## src/rtl/t2mi_from_ts_if.sv

```systemverilog
// t2mi_from_ts_if: TS byte stream in and T2-MI byte stream out of the T2-MI extractor
interface t2mi_from_ts_if;
    logic [7:0] DATA_IN;
    logic       ENA_IN;
    logic       PSYNC_IN;
    logic [7:0] DATA_OUT;
    logic       ENA_OUT;
    logic       T2MI_START;
    modport master (output DATA_IN, ENA_IN, PSYNC_IN, input DATA_OUT, ENA_OUT, T2MI_START);
    modport slave  (input DATA_IN, ENA_IN, PSYNC_IN, output DATA_OUT, ENA_OUT, T2MI_START);
endinterface

```

## src/rtl/t2mi_from_ts.sv

```systemverilog
// t2mi_from_ts: extracts T2-MI payload bytes from 188-byte TS packets; define T2MI_CC_CHECK_EN for continuity checking
module t2mi_from_ts (
    input  logic          CLK,
    input  logic          RST,
    t2mi_from_ts_if.slave ts,
    input  logic [12:0]   t2mi_pid,
    output logic          SYNC_ERR,
    output logic          CC_ERR,
    output logic [3:0]    state_mon
);
    localparam logic [3:0] IDLE = 4'd0, HDR = 4'd1, AF_LEN = 4'd2, AF_SKIP = 4'd3,
                           POINTER = 4'd4, PAYLOAD = 4'd5, DROP = 4'd6;
    logic [3:0]  state, state_n, body;
    logic [7:0]  byte_idx, af_cnt, ptr_cnt;
    logic [12:0] pid;
    logic        tei, pusi, pend, aligned;
    logic        ena, sync_ok, hdr_dec, hdr_bad, ptr_ovr;
    logic        emit, start, sync_err_n, cc_err_n, cc_dup;
    assign ena       = ts.ENA_IN;
    assign sync_ok   = ena & ts.PSYNC_IN & (ts.DATA_IN == 8'h47);
    assign hdr_dec   = ena & ~sync_ok & (state == HDR) & (byte_idx == 8'd3);
    assign hdr_bad   = tei | (pid != t2mi_pid) | ~ts.DATA_IN[4];
    assign ptr_ovr   = ena & ~sync_ok & (state == POINTER) & (ts.DATA_IN >= 8'd187 - byte_idx);
    assign body      = pusi ? POINTER : PAYLOAD;
    assign state_mon = state;
`ifdef T2MI_CC_CHECK_EN
    logic [3:0] cc_last;
    logic       cc_chk;
    // aligned can only be set after an accepted header, so it also marks the CC history as valid
    assign cc_chk   = aligned & hdr_dec & ~hdr_bad;
    assign cc_dup   = cc_chk & (ts.DATA_IN[3:0] == cc_last);
    assign cc_err_n = cc_chk & ~cc_dup & (ts.DATA_IN[3:0] != cc_last + 4'd1);
    // remember the CC of the most recent accepted header
    always_ff @(posedge CLK)
        if (RST) cc_last <= 4'd0;
        else if (hdr_dec & ~hdr_bad) cc_last <= ts.DATA_IN[3:0];
`else
    assign cc_dup   = 1'b0;
    assign cc_err_n = 1'b0;
`endif
    // state register
    always_ff @(posedge CLK)
        state <= RST ? IDLE : state_n;
    // next state; a valid sync always restarts, byte 187 always ends the packet
    always_comb begin
        state_n = state;
        if (ena) begin
            if (sync_ok) state_n = HDR;
            else if (state != IDLE && byte_idx == 8'd187) state_n = IDLE;
            else case (state)
                HDR:     if (byte_idx == 8'd3) state_n = (hdr_bad | cc_dup) ? DROP : ts.DATA_IN[5] ? AF_LEN : body;
                AF_LEN:  state_n = (ts.DATA_IN >= 8'd183) ? DROP : (ts.DATA_IN == 8'd0) ? body : AF_SKIP;
                AF_SKIP: if (af_cnt == 8'd1) state_n = body;
                POINTER: state_n = ptr_ovr ? DROP : PAYLOAD;
                default: ;
            endcase
        end
    end
    // output decode; the first byte after the pointer countdown starts a T2-MI packet
    always_comb begin
        start      = ena & ~sync_ok & (state == PAYLOAD) & pend & (ptr_cnt == 8'd0);
        emit       = ena & ~sync_ok & (state == PAYLOAD) & (aligned | start);
        sync_err_n = ena & ts.PSYNC_IN & ((state == IDLE) ? (ts.DATA_IN != 8'h47) : sync_ok);
    end
    // packet position, header fields, skip/pointer counters and alignment
    always_ff @(posedge CLK) begin
        if (RST) begin
            byte_idx <= 8'd0;
            tei      <= 1'b0;
            pusi     <= 1'b0;
            pid      <= 13'd0;
            af_cnt   <= 8'd0;
            ptr_cnt  <= 8'd0;
            pend     <= 1'b0;
            aligned  <= 1'b0;
        end else begin
            if (ena) begin
                byte_idx <= sync_ok ? 8'd1 : (state == IDLE || byte_idx == 8'd187) ? 8'd0 : byte_idx + 8'd1;
                if (state == HDR && !sync_ok && byte_idx == 8'd1) {tei, pusi, pid[12:8]} <= {ts.DATA_IN[7:6], ts.DATA_IN[4:0]};
                if (state == HDR && !sync_ok && byte_idx == 8'd2) pid[7:0] <= ts.DATA_IN;
                if (state == AF_LEN) af_cnt <= ts.DATA_IN;
                else if (state == AF_SKIP) af_cnt <= af_cnt - 8'd1;
                if (state == POINTER) ptr_cnt <= ts.DATA_IN;
                else if (state == PAYLOAD && pend && ptr_cnt != 8'd0) ptr_cnt <= ptr_cnt - 8'd1;
                pend <= sync_ok ? 1'b0 : (state == POINTER) ? 1'b1 : start ? 1'b0 : pend;
            end
            aligned <= (aligned | start) & ~(sync_err_n | cc_err_n | ptr_ovr);
        end
    end
    // registered outputs, one cycle after the input byte
    always_ff @(posedge CLK) begin
        if (RST) begin
            ts.DATA_OUT   <= 8'h00;
            ts.ENA_OUT    <= 1'b0;
            ts.T2MI_START <= 1'b0;
            SYNC_ERR      <= 1'b0;
            CC_ERR        <= 1'b0;
        end else begin
            ts.ENA_OUT    <= emit;
            ts.T2MI_START <= start;
            SYNC_ERR      <= sync_err_n;
            CC_ERR        <= cc_err_n;
            if (emit) ts.DATA_OUT <= ts.DATA_IN;
        end
    end
endmodule

```

## src/flat_wrapper.sv

```systemverilog
// flat-port wrapper written by rule: the top's interface ports become plain ports
module t2mi_from_ts_flat 
  (CLK, RST, t2mi_pid, SYNC_ERR, CC_ERR, state_mon, ts_DATA_IN, ts_ENA_IN, ts_PSYNC_IN, ts_DATA_OUT, ts_ENA_OUT, ts_T2MI_START);
  t2mi_from_ts_if ts_i ();
  input  logic CLK;
  input  logic RST;
  input  logic [12:0] t2mi_pid;
  output logic SYNC_ERR;
  output logic CC_ERR;
  output logic [3:0] state_mon;
  input wire logic [$bits(ts_i.DATA_IN)-1:0] ts_DATA_IN;
  input wire logic [$bits(ts_i.ENA_IN)-1:0] ts_ENA_IN;
  input wire logic [$bits(ts_i.PSYNC_IN)-1:0] ts_PSYNC_IN;
  output wire logic [$bits(ts_i.DATA_OUT)-1:0] ts_DATA_OUT;
  output wire logic [$bits(ts_i.ENA_OUT)-1:0] ts_ENA_OUT;
  output wire logic [$bits(ts_i.T2MI_START)-1:0] ts_T2MI_START;
  assign ts_i.DATA_IN = ts_DATA_IN;
  assign ts_i.ENA_IN = ts_ENA_IN;
  assign ts_i.PSYNC_IN = ts_PSYNC_IN;
  assign ts_DATA_OUT = ts_i.DATA_OUT;
  assign ts_ENA_OUT = ts_i.ENA_OUT;
  assign ts_T2MI_START = ts_i.T2MI_START;
  t2mi_from_ts u_core (.CLK(CLK), .RST(RST), .ts(ts_i), .t2mi_pid(t2mi_pid), .SYNC_ERR(SYNC_ERR), .CC_ERR(CC_ERR), .state_mon(state_mon));
endmodule
```

## config.mk

```make
export PLATFORM = sky130hd
export DESIGN_NAME = t2mi_from_ts_flat
export DESIGN_NICKNAME = d
export VERILOG_FILES = /design/src/rtl/t2mi_from_ts_if.sv /design/src/rtl/t2mi_from_ts.sv /design/src/flat_wrapper.sv
export SDC_FILE = /design/constraint.sdc
export NUM_CORES = 1
export LEC_CHECK = 0
export ABC_AREA = 0
export CAP_MARGIN = 40
export CELL_PAD_IN_SITES_DETAIL_PLACEMENT = 0
export CELL_PAD_IN_SITES_GLOBAL_PLACEMENT = 2
export CORE_MARGIN = 2
export CORE_UTILIZATION = 35
export DETAILED_ROUTE_END_ITERATION = 16
export PLACE_DENSITY_LB_ADDON = 0.1
export RECOVER_POWER = 50
export SLEW_MARGIN = 25
export SYNTH_ARGS = -nofsm -noshare
export SYNTH_HDL_FRONTEND = slang
export SYNTH_SLANG_ARGS = --single-unit
```

## constraint.sdc

```tcl
create_clock -name CLK -period 4.7 [get_ports CLK]
set_clock_uncertainty 0.05 [all_clocks]
set_input_delay 0.705 -clock CLK [delete_from_list [all_inputs] [get_ports CLK]]
set_output_delay 0.705 -clock CLK [all_outputs]
set_load 0.02 [all_outputs]
```

# Word-level counts from Yosys, hierarchy flattened
# Cells that the tools add are included.
[word_totals] ff_bits=56 inputBits=25 out_inout_bits=16
[classes] add_sub_neg=4 order_cmp=2 n_eq_ne=15 muxes=21 bitwise_logic=18 reduce_logical=23
[op_table] op="$mux 8" n=6
[op_table] op="$mux 4" n=8
[op_table] op="$eq 8x1->1 const B" n=2
[op_table] op="$eq 8x2->1 const B" n=2
[op_table] op="$logic_not 8->1" n=2
[op_table] op="$pmux 4 s4" n=1
[op_table] op="$sub 8x1->8 const B" n=2
[op_table] op="$ne 13x13->1" n=1
[op_table] op="$and 1x1->1" n=11
[op_table] op="$reduce_and 2->1" n=5
[op_table] op="$add 8x1->8 const B" n=1
[op_table] op="$eq 4x2->1 const B" n=2
[op_table] op="$eq 4x3->1 const B" n=2
[op_table] op="$eq 8x7->1 const B" n=1
[op_table] op="$eq 8x8->1 const B" n=1
[op_table] op="$ge 8x8->1" n=1
[op_table] op="$ge 8x8->1 const B" n=1
[op_table] op="$ne 8x7->1 const B" n=1
[op_table] op="$reduce_bool 8->1" n=1
[op_table] op="$sub 8x8->8 const A" n=1
[op_table] op="$logic_and 1x1->1" n=6
[op_table] op="$reduce_bool 6->1" n=1
[op_table] op="$mux 1" n=5
[op_table] op="$eq 4x1->1 const B" n=1
[op_table] op="12 further kinds" n=18

# Logic depth before layout (Yosys ltp)
# Gate-level depths: netlist (run 1).
[depth] ltp_word=10 depth_mapped=10 depth_no_buf=10

# Worst setup path before layout (run 1)
# OpenSTA, ideal clock, no wires.
[synth_timing] path_type="input to register" startpoint="input port ts_DATA_IN[5]" endpoint="register u_core.state[0] (netlist: u_core.state_mon[0])" setup_ns=0.091 arrival_time_ns=2.369 t_required_ns=4.559 setup_slack_ns=2.190 stages=6 path_buffers=1 path_cell_list="buf_4 or4_4 o31ai_4 o21ai_2 a221o_1 a311oi_1"
[synth_between] elab_chain_len=10 elab_cells_between_ends=22 classes_between="2 x order compare; 3 x eq/ne; 9 x mux; 5 x bitwise; 3 x reduce/logical"
[synth_rtl] item="from (decl)" line="flat_wrapper.sv:11" rtl="input wire logic [$bits(ts_i.DATA_IN)-1:0] ts_DATA_IN;"
[synth_rtl] item="$eq 8x7->1" line="t2mi_from_ts.sv:20" rtl="assign sync_ok = ena & ts.PSYNC_IN & (ts.DATA_IN == 8'h47);"
[synth_rtl] item="$and 1x1->1" line="t2mi_from_ts.sv:20"
[synth_rtl] item="$not 1->1"
[synth_rtl] item="$and 1x1->1 (3 in a row)" line="t2mi_from_ts.sv:23" rtl="assign ptr_ovr = ena & ~sync_ok & (state == POINTER) & (ts.DATA_IN >= 8'd187 - byte_idx);"
[synth_rtl] item="$mux 2" line="t2mi_from_ts.sv:54" rtl="POINTER: state_n = ptr_ovr ? DROP : PAYLOAD;"
[synth_rtl] item="$pmux 4 s4" line="t2mi_from_ts.sv:50" rtl="else case (state)"
[synth_rtl] item="$mux 4" line="t2mi_from_ts.sv:49" rtl="else if (state != IDLE && byte_idx == 8'd187) state_n = IDLE;"
[synth_rtl] item="$mux 4" line="t2mi_from_ts.sv:48" rtl="if (sync_ok) state_n = HDR;"
[synth_rtl] item="to (signal assigned)" line="t2mi_from_ts.sv:43" rtl="state <= RST ? IDLE : state_n;"
[synth_rtl] item="to (decl)" line="t2mi_from_ts.sv:13" rtl="logic [3:0] state, state_n, body;"
# Several ways; a longest one is shown, not always the timed one. The select of a mux whose other input is x is not followed.
# A chain may end at the register's enable or synchronous reset.

# Final worst setup path (run 1)
[layout_timing] startpoint="input port ts_DATA_IN[5]" endpoint="register u_core.pid[1]"
[layout_between] elab_chain_len=6
[layout_rtl] item="$eq 8x7->1" line="t2mi_from_ts.sv:20"
[layout_rtl] item="$and 1x1->1" line="t2mi_from_ts.sv:20"
[layout_rtl] item="$logic_not 1->1" line="t2mi_from_ts.sv:80" rtl="if (state == HDR && !sync_ok && byte_idx == 8'd2) pid[7:0] <= ts.DATA_IN;"
[layout_rtl] item="$logic_and 1x1->1 (2 in a row)" line="t2mi_from_ts.sv:80"
[layout_rtl] item="$reduce_and 2->1 (no source line)"
[layout_rtl] item="to (signal assigned)" line="t2mi_from_ts.sv:80"
[layout_rtl] item="to (decl)" line="t2mi_from_ts.sv:15" rtl="logic [12:0] pid;"
# No other way between the ends.

==> impl_metrics.csv, run 1 <==
group,metric,value,unit
synth,synthTopCellsByArea,"dfxtp_1 (34%), ha_1 (6.6%), nor2_1 (5.9%), a21oi_1 (5.3%), mux2i_1 (4.9%)",
setup_path,crit_family,"simple AND/OR/NAND/NOR gates",
sta,fmaxAchievable,0.278,GHz
run_status,outcome,"completed",
job,maxCapViolations,0,
placement,port_buffers,38,
setup_path,crit_path_cell_trace,"dlygate4sd3_1, or4_1, o31ai_1, nor4_2, buf_2, nand2_2, mux2i_1, nor2_1",
clocking,insertion_delay,0.32,ns
pwr,p_switching,0.223,mW
pwr,power_switching_share,26.7,%
drt,drtIter0Drc,142,
synth,syn_area,3240,um^2
drt,dr_total_vias,2907,
synth,yosys.area.top_type,"dfxtp_1",
synth,ys_warn_count,0,
final_layout,multi_input_area,1930,um^2
sta,worst_pin_slew,0.987,ns
floorplanning,design.die.area,10000,um^2
synth,netlist_instances,404,
sta,hold_violations,0,
pwr,p_leak,1.39,nW
floorplanning,die_w,100,um
setup_path,cp_data_arrival_time,3.75,ns
pwr,power_density,222,nW/um^2
grt,grt_max_degree,44,
floorplanning,initial_core_util,35.5,%
grt,grt-ovfl-total,0,
synth,synth_top_area_share,34.0,%
synth,synth_edf_count,0,
hold_path,hp-class,"register to register",
grt,grt.total_usage,18.6,%
clocking,post-cts-setup-buffers,0,
sta,period_share,76.5,%
clocking,root_buffer,"clkbuf_8",
placement,place.gp.congestion,0.871,
floorplanning,dieHeight,100,um
synth,synth_area_per_cell,8.02,um^2
setup_path,cp-end-kind,"register",
drt,dr_wl_met2,4110,um
floorplanning,rows,35,
sta,setup_violations,0,
clocking,cts_tree,"done",
clocking,clock_path_buffers,2,
setup_path,cpMaxStageDelayCell,"o31ai_1",
grt,grt_pass1_vias,2782,
sta,maxSlewHeadroom,33.7,%
placement,hpwlAfterDp,6240,um
clocking,cts.sink_count,55,
grt,grt_pass1_wl,14800,um
floorplanning,ios,41,
setup_path,critPathKind,"input pin to register",
sta,min_period,3.60,ns
clocking,ctsResizeCount,0,
drt,highest_layer,"met4",
synth,yosysMostFrequentCell,"dfxtp_1",
pwr,comb_power_share,8.5,%
pwr,seq_power_share,56.0,%
setup_path,critical_path.max_stage_delay,0.86,ns
setup_path,required,4.86,ns
synth,synth-seq-cells,55,
final_layout,final-seq-area,1100,um^2
drt,drtAntennaViolNets,0,
final_layout,post-route-util,41.2,%
setup_path,worstSetupStartpointType,"input pin",
drt,wire_per_inst,16.5,um
drt,dr.pass1.iters,4,
sta,rsz0062_at_grt,"false",
synth,synth_flop_cell,"dfxtp_1",
grt,antenna_found_initial,0,
drt,via_per_inst,5.34,
sta,timing.hold.ws,0.419,ns
clocking,ctsHoldBuffers,0,
drt,route.detailed.drc,0,
pwr,ir_worst_vdd,0.000113,V
sta,report.final.slew_viol_count,0,
final_layout,nets,474,
final_layout,num_antenna_cells,0,
setup_path,reg2reg_slack,2.08,ns
final_layout,area_growth,15.9,%
synth,synth_common_cells,"dfxtp_1 (55), nor2_1 (51), nand2_1 (37)",
drt,wl_met3,272,um
final_layout,fillCellCount,965,
clocking,numCtsBuffers,5,
pwr,clockPowerShare,35.5,%
final_layout,drive_above_1_share,5.08,%
synth,seq_area_frac_synth,34.0,%
setup_path,cp_max_fo,10,
synth,synth-async-reset-ratio,0,%
clocking,h-tree-depth,2,
drt,wl,8970,um
synth,yosysUniqueCellTypes,61,
clocking,path_clk_slew,0.11,ns
drt,drt-met1-wl,4500,um
setup_path,critPathBufInv,2,
sta,fin_setup_tns,0,ns
floorplanning,core,9110,um^2
pwr,p_int,0.611,mW
-- worst min-delay path, stage by stage, from the launching register on --
cell,delay (ns)
dfxtp_1,0.33
nand2_1,0.06
a21oi_1,0.05
-- worst paths after layout --
path                          start                     to  cells past startpoint
hold reg to reg          u_core.tei             u_core.tei                      2
setup reg to reg  u_core.ptr_cnt[0]  u_core.ts.DATA_OUT[5]                      7
setup / recovery      ts_DATA_IN[5]          u_core.pid[1]                      8
hold / removal           u_core.tei             u_core.tei                      2
-- per-stage QoR --
step	worst slack (ns)	std cells	area [um^2]	power [mW]
final	1.10	544	3750	0.835
after global routing	0.873	544	3750	0.869
after CTS	1.65	543	3770	0.851
after detailed placement	1.32	535	3670	0.552
after global placement	1.34	535	3670	0.551
after floorplan	2.19	405	3240	0.515
-- final cells by class --
cell class / instances / share of cell area [%]
tap: 111 / 3.70
clock buffer: 5 / 1.83
clock inverter: 3 / 0.834
sequential: 55 / 29.3
multi-input combinational: 310 / 51.4
inverter: 12 / 1.20
timing repair buffer: 48 / 11.7
-- kinds of logic after synthesis --
| logic type | synth area share (%) |
|---|---|
| buffers and inverters | 6.22 |
| other | 0.116 |
| adders and majority gates | 6.57 |
| xor gates and xnor gates | 4.87 |
| AOI/OAI and AO/OA | 19.2 |
| and+or+nand+nor | 24.0 |
| DFF | 34.0 |
| muxes | 4.95 |
-- registers in the layout (all words and copies together) (netlist names) --
| name | count |
|---|---|
| u_core.SYNC_ERR | 1 |
| u_core.af_cnt | 8 |
| u_core.aligned | 1 |
| u_core.byte_idx | 8 |
| u_core.pend | 1 |
| u_core.pid | 13 |
| u_core.ptr_cnt | 8 |
| u_core.pusi | 1 |
| u_core.state_mon | 3 |
| u_core.tei | 1 |
| u_core.ts.DATA_OUT | 8 |
| u_core.ts.ENA_OUT | 1 |
| u_core.ts.T2MI_START | 1 |
-- power groups by stage --
| stage | Combinational (mW) | Clock, mW | Sequential (mW) |
|---|---|---|---|
| after floorplan | 0.0366 | 0 | 0.478 |
| after global placement | 0.0735 | 0 | 0.478 |
| after detailed placement | 0.0743 | 0 | 0.478 |
| after CTS | 0.0745 | 0.309 | 0.467 |
| after global routing | 0.0788 | 0.322 | 0.468 |
| final | 0.0710 | 0.296 | 0.467 |
-- layout by cell type (no fill, tap or decap), types with 5 or more instances in the layout --
master,count
dfxtp_1,55
nor2_1,51
nand2_1,37
a21oi_1,34
o21ai_0,21
clkdlybuf4s50_1,21
nand3_1,18
ha_1,17
mux2i_1,16
dlygate4sd3_1,16
xnor2_1,15
inv_1,12
nor3_1,10
nor2b_1,8
buf_4,7
nand4_1,6
a31oi_1,5
nor3b_1,5
clkbuf_8,5
-- metal layers --
layer / GRT usage, % / vias to the layer above
met2: 29.9 / 48
met5: 0 / -
li1: - / 1490
met4: 4.43 / 0
met3: 2.44 / 8
met1: 26.6 / 1361
(Power assumes the default switching activity.)
==> run 2, diff against run 1 <==
--- a/config.mk
+++ b/config.mk
@@ -10,7 +10,7 @@
 export CELL_PAD_IN_SITES_DETAIL_PLACEMENT = 0
 export CELL_PAD_IN_SITES_GLOBAL_PLACEMENT = 2
 export CORE_MARGIN = 2
-export CORE_UTILIZATION = 35
+export CORE_UTILIZATION = 33
 export DETAILED_ROUTE_END_ITERATION = 16
 export PLACE_DENSITY_LB_ADDON = 0.1
 export RECOVER_POWER = 50
==> constraint.sdc (replaced) <==
create_clock -name CLK -period 3.6 [get_ports CLK]
set_clock_uncertainty 0.05 [all_clocks]
set_input_delay 0.54 -clock CLK [delete_from_list [all_inputs] [get_ports CLK]]
set_output_delay 0.54 -clock CLK [all_outputs]
set_load 0.02 [all_outputs]
==> impl_metrics.csv, run 2 (same netlist as run 1, synthesis figures left out) <==
group,metric,value,unit
run_status,outcome,"completed",
placement,hpwlAfterDp,6780,um
drt,dr.pass1.iters,4,
sta,fin_ws,0.781,ns
floorplanning,dieHeight,103,um
drt,route.detailed.drc,0,
setup_path,cp_data_arrival_time,3.00,ns
drt,via_per_inst,5.14,
sta,report.final.slew_viol_count,0,
setup_path,critPathKind,"input pin to register",
grt,grt_max_degree,40,
drt,wire_per_inst,16.7,um
final_layout,fillCellCount,1026,
final_layout,nets,478,
sta,setup_violations,0,
setup_path,cp-end-kind,"register",
setup_path,worstSetupStartpointType,"input pin",
grt,grt_pass1_wl,15000,um
clocking,root_buffer,"clkbuf_8",
floorplanning,ios,41,
pwr,power_density,296,nW/um^2
grt,grt_pass1_vias,2739,
sta,worst_pin_slew,0.788,ns
clocking,ctsHoldBuffers,0,
clocking,path_clk_slew,0.11,ns
clocking,clock_path_buffers,2,
floorplanning,core,9640,um^2
sta,timing.hold.ws,0.419,ns
sta,fmaxAchievable,0.355,GHz
sta,hold_violations,0,
floorplanning,design.die.area,10600,um^2
clocking,h-tree-depth,2,
sta,period_share,78.3,%
clocking,numCtsBuffers,5,
final_layout,area_growth,18.7,%
final_layout,final_common_cell,"dfxtp_1",
sta,fin_setup_tns,0,ns
floorplanning,initial_core_util,33.6,%
pwr,ir_worst_vdd,0.000210,V
placement,port_buffers,38,
sta,rsz0062_at_grt,"false",
clocking,cts.sink_count,55,
job,maxCapViolations,0,
clocking,cts_tree,"done",
setup_path,cp_max_fo,9,
drt,wl,9500,um
pwr,p_leak,1.42,nW
final_layout,drive_above_1_share,6.41,%
sta,min_period,2.82,ns
final_layout,largest_register,"u_core.pid",
final_layout,final_cell_mix,"dfxtp_1 (55), nor2_1 (51), nand2_1 (37)",
clocking,insertion_delay,0.32,ns
grt,grt.total_usage,18.6,%
grt,antenna_found_initial,0,
drt,drtIter0Drc,100,
drt,drtAntennaViolNets,0,
final_layout,post-route-util,39.9,%
setup_path,required,3.78,ns
drt,dr_total_vias,2927,
clocking,ctsResizeCount,0,
floorplanning,die_w,103,um
grt,grt-ovfl-total,0,
final_layout,num_antenna_cells,0,
hold_path,hp-class,"register to register",
placement,pre_cts_slack,0.527,ns
final_layout,largest_reg_flops,13,
floorplanning,rows,36,
placement,place.gp.congestion,0.744,
sta,maxSlewHeadroom,47.4,%
clocking,post-cts-setup-buffers,0,
[run 2: cell count changes in the layout (fill, tap and decap cells not counted), sizes merged]
cell and delta:
buf +4, inv -2, bufinv +1, clkinv +1
[run 2: layout make-up]
type	instances	area [um^2]	area share, %
Clock inverter	3	43.8	1.14
Sequential cell	55	1100	28.7
Inverter	12	45.0	1.17
Timing Repair Buffer	52	473	12.3
Tap cell	133	166	4.33
Multi-Input combinational cell	310	1940	50.6
Clock buffer	5	68.8	1.79
[run 2: worst paths after layout]
check / start / slack (ns) / cells after the start / endpoint
setup / recovery: ts_DATA_IN[2] / 0.78 / 8 / u_core.state_mon[0]
hold / removal: u_core.pid[8] / 0.42 / 2 / u_core.pid[8]
setup reg to reg: u_core.byte_idx[3] / 0.94 / 10 / u_core.state_mon[0]
hold reg to reg: u_core.pid[8] / 0.42 / 2 / u_core.pid[8]
[run 2: critical path, cell delays in order]
cell and delay, ns:
dlygate4sd3_1 0.80, ha_1 0.32, a211oi_1 0.19, o21ai_0 0.13, a41oi_1 0.35, o21ai_2 0.09
a221o_1 0.33, a311oi_1 0.25
[run 2: power breakdown]
part	internal (mW)	total, mW	leakage (nW)	switching [mW]
clock	0.208	0.430	0.0581	0.222
combinational	0.0432	0.0981	0.919	0.0549
sequential	0.609	0.610	0.443	0.000812
[run 2: layer usage]
layer	global-route usage, %	vias to the layer above	share of wire [%]
met5	0	-	0
met4	3.34	0	0.68
met3	2.51	8	2.2
met2	32.0	36	49
met1	25.2	1388	48
li1	-	1495	-
[run 2: through the flow]
step           std cells  instance area [um^2]  power, mW
6_report             570                  3840       1.14
5_1_grt              570                  3840       1.18
4_1_cts              570                  3850       1.15
3_5_place_dp         562                  3740      0.724
3_3_place_gp         562                  3740      0.724
2_1_floorplan        405                  3240      0.672
==> run 3, diff against run 2 <==
--- a/config.mk
+++ b/config.mk
@@ -10,7 +10,7 @@
 export CELL_PAD_IN_SITES_DETAIL_PLACEMENT = 0
 export CELL_PAD_IN_SITES_GLOBAL_PLACEMENT = 2
 export CORE_MARGIN = 2
-export CORE_UTILIZATION = 33
+export CORE_UTILIZATION = 30
 export DETAILED_ROUTE_END_ITERATION = 16
 export PLACE_DENSITY_LB_ADDON = 0.1
 export RECOVER_POWER = 50
==> constraint.sdc (replaced) <==
create_clock -name CLK -period 2.45 [get_ports CLK]
set_clock_uncertainty 0.05 [all_clocks]
set_input_delay 0.3675 -clock CLK [delete_from_list [all_inputs] [get_ports CLK]]
set_output_delay 0.3675 -clock CLK [all_outputs]
set_load 0.02 [all_outputs]
==> impl_metrics.csv, run 3 (same netlist as run 1, synthesis figures left out) <==
group,metric,value,unit
drt,wl,9780,um
grt,grt_max_degree,29,
floorplanning,initial_core_util,31.1,%
clocking,cts_tree,"done",
hold_path,min_from,"u_core.tei",
hold_path,holdPathStages,2,
clocking,cts.sink_count,55,
final_layout,post-route-util,39.3,%
setup_path,r2r_end,"u_core.state_mon[0]",
floorplanning,design.die.area,11600,um^2
clocking,insertion_delay,0.32,ns
sta,setup_violations,0,
grt,grt.total_usage,17.5,%
grt,grt_pass1_wl,15900,um
setup_path,cp_max_fo,5,
sta,min_period,2.29,ns
final_layout,largest_reg_flops,13,
drt,route.detailed.drc,0,
drt,dr_total_vias,3045,
drt,drtIter0Drc,62,
clocking,path_clk_slew,0.11,ns
final_layout,num_antenna_cells,0,
run_status,outcome,"completed",
setup_path,cp-end-kind,"register",
drt,wire_per_inst,16.3,um
setup_path,r2r_start,"u_core.byte_idx[3]",
sta,report.final.slew_viol_count,0,
final_layout,nets,506,
clocking,h-tree-depth,2,
hold_path,hold_end,"u_core.tei",
clocking,post-cts-setup-buffers,0,
floorplanning,dieHeight,108,um
pwr,p_total,1.59,mW
setup_path,ff2ff_path_depth,10,
floorplanning,rows,37,
final_layout,fillCellCount,1110,
setup_path,crit_start,"u_core.byte_idx[3]",
grt,antenna_found_initial,0,
setup_path,worstSetupStartpointType,"register",
floorplanning,ios,41,
floorplanning,die_w,108,um
sta,worst_pin_slew,0.637,ns
placement,port_buffers,38,
drt,dr.pass1.iters,4,
placement,place.gp.congestion,0.782,
final_layout,drive_above_1_share,14.2,%
sta,period_share,93.3,%
placement,place_area,3960,um^2
sta,fmaxAchievable,0.437,GHz
clocking,root_buffer,"clkbuf_8",
placement,hpwlAfterDp,7240,um
final_layout,final_cell_mix,"nor2_1 (51), dfxtp_1 (51), nand2_1 (37)",
drt,drtAntennaViolNets,0,
pwr,power_density,389,nW/um^2
pwr,p_leak,1.56,nW
final_layout,largest_register,"u_core.pid",
clocking,clock_path_buffers,2,
sta,hold_violations,0,
job,maxCapViolations,0,
floorplanning,core,10400,um^2
setup_path,cp_data_arrival_time,2.48,ns
setup_path,required,2.64,ns
grt,grt_pass1_vias,2974,
final_layout,area_growth,26.4,%
setup_path,reg2reg_slack,0.16,ns
setup_path,critPathKind,"register to register",
sta,maxSlewHeadroom,57.2,%
pwr,ir_worst_vdd,0.000221,V
final_layout,fin_area,4090,um^2
hold_path,hp-class,"register to register",
placement,pre_cts_slack,-0.178,ns
clocking,numCtsBuffers,5,
sta,fin_ws,0.163,ns
grt,grt-ovfl-total,0,
sta,fin_setup_tns,0,ns
drt,via_per_inst,5.07,
==> run 3: cell count changes in the layout (fill, tap and decap cells not counted), sizes merged <==
| cell | previous run | this run |
|---|---|---|
| buf | 13 | 38 |
| bufinv | 1 | 0 |
| clkbuf | 7 | 11 |
| clkdlybuf4s50 | 21 | 23 |
| dlygate4sd3 | 16 | 14 |
==> run 3: worst max-delay path by stage <==
stage | to | slack [ns] | depth (start not counted)
2_1_floorplan | u_core.state_mon[0] | 0.15 | 10
3_3_place_gp | u_core.state_mon[0] | -0.15 | 9
3_5_place_dp | u_core.state_mon[0] | -0.18 | 9
4_1_cts | u_core.state_mon[0] | 0.00003 | 10
5_1_grt | u_core.state_mon[0] | -0.0004 | 10
6_report | u_core.state_mon[0] | 0.16 | 10
==> run 3: metal layers <==
layer	vias up	GRT usage (%)	wire, um
met5	-	0	0
met4	0	4.30	97
met3	7	2.36	222
met2	30	28.8	4560
met1	1457	24.3	4900
li1	1551	-	-
==> run 3: critical path: stages, from the launching register on <==
cell and delay (ns):
dfxtp_4 0.39, ha_2 0.19, nand3_2 0.09, xor2_2 0.17, ha_1 0.28, nand2_1 0.09, o21ai_0 0.11, a41oi_2 0.23
o21ai_2 0.08, a221o_1 0.32, a311oi_1 0.23
==> run 3: where the power goes <==
part / internal, mW / switching [mW] / leakage, nW
sequential: 0.894 / 0.00137 / 0.445
combinational: 0.0760 / 0.0850 / 1.07
clock: 0.207 / 0.330 / 0.0454
total: 1.18 / 0.417 / 1.56
==> run 3: layout make-up <==
class / instances / area, um^2 / share of cell area (%)
multi-input combinational: 310 / 1990 / 48.6
sequential: 55 / 1110 / 27.1
timing repair buffer: 80 / 689 / 16.8
tap: 136 / 170 / 4.16
clock buffer: 6 / 72.6 / 1.77
inverter: 12 / 45.0 / 1.10
clock inverter: 2 / 17.5 / 0.428
==> run 3: timing repair <==
action,CTS,global route
hold buffers,0,0
endpoints found under the setup margin,0,4
gates resized for setup,0,13
==> run 3: through the flow <==
step / instances / hold WS [ns]
floorplan: 405 / 0.377
global placement: 593 / 0.395
detailed placement: 593 / 0.402
CTS: 601 / 0.418
global route: 601 / 0.439
finish: 601 / 0.420
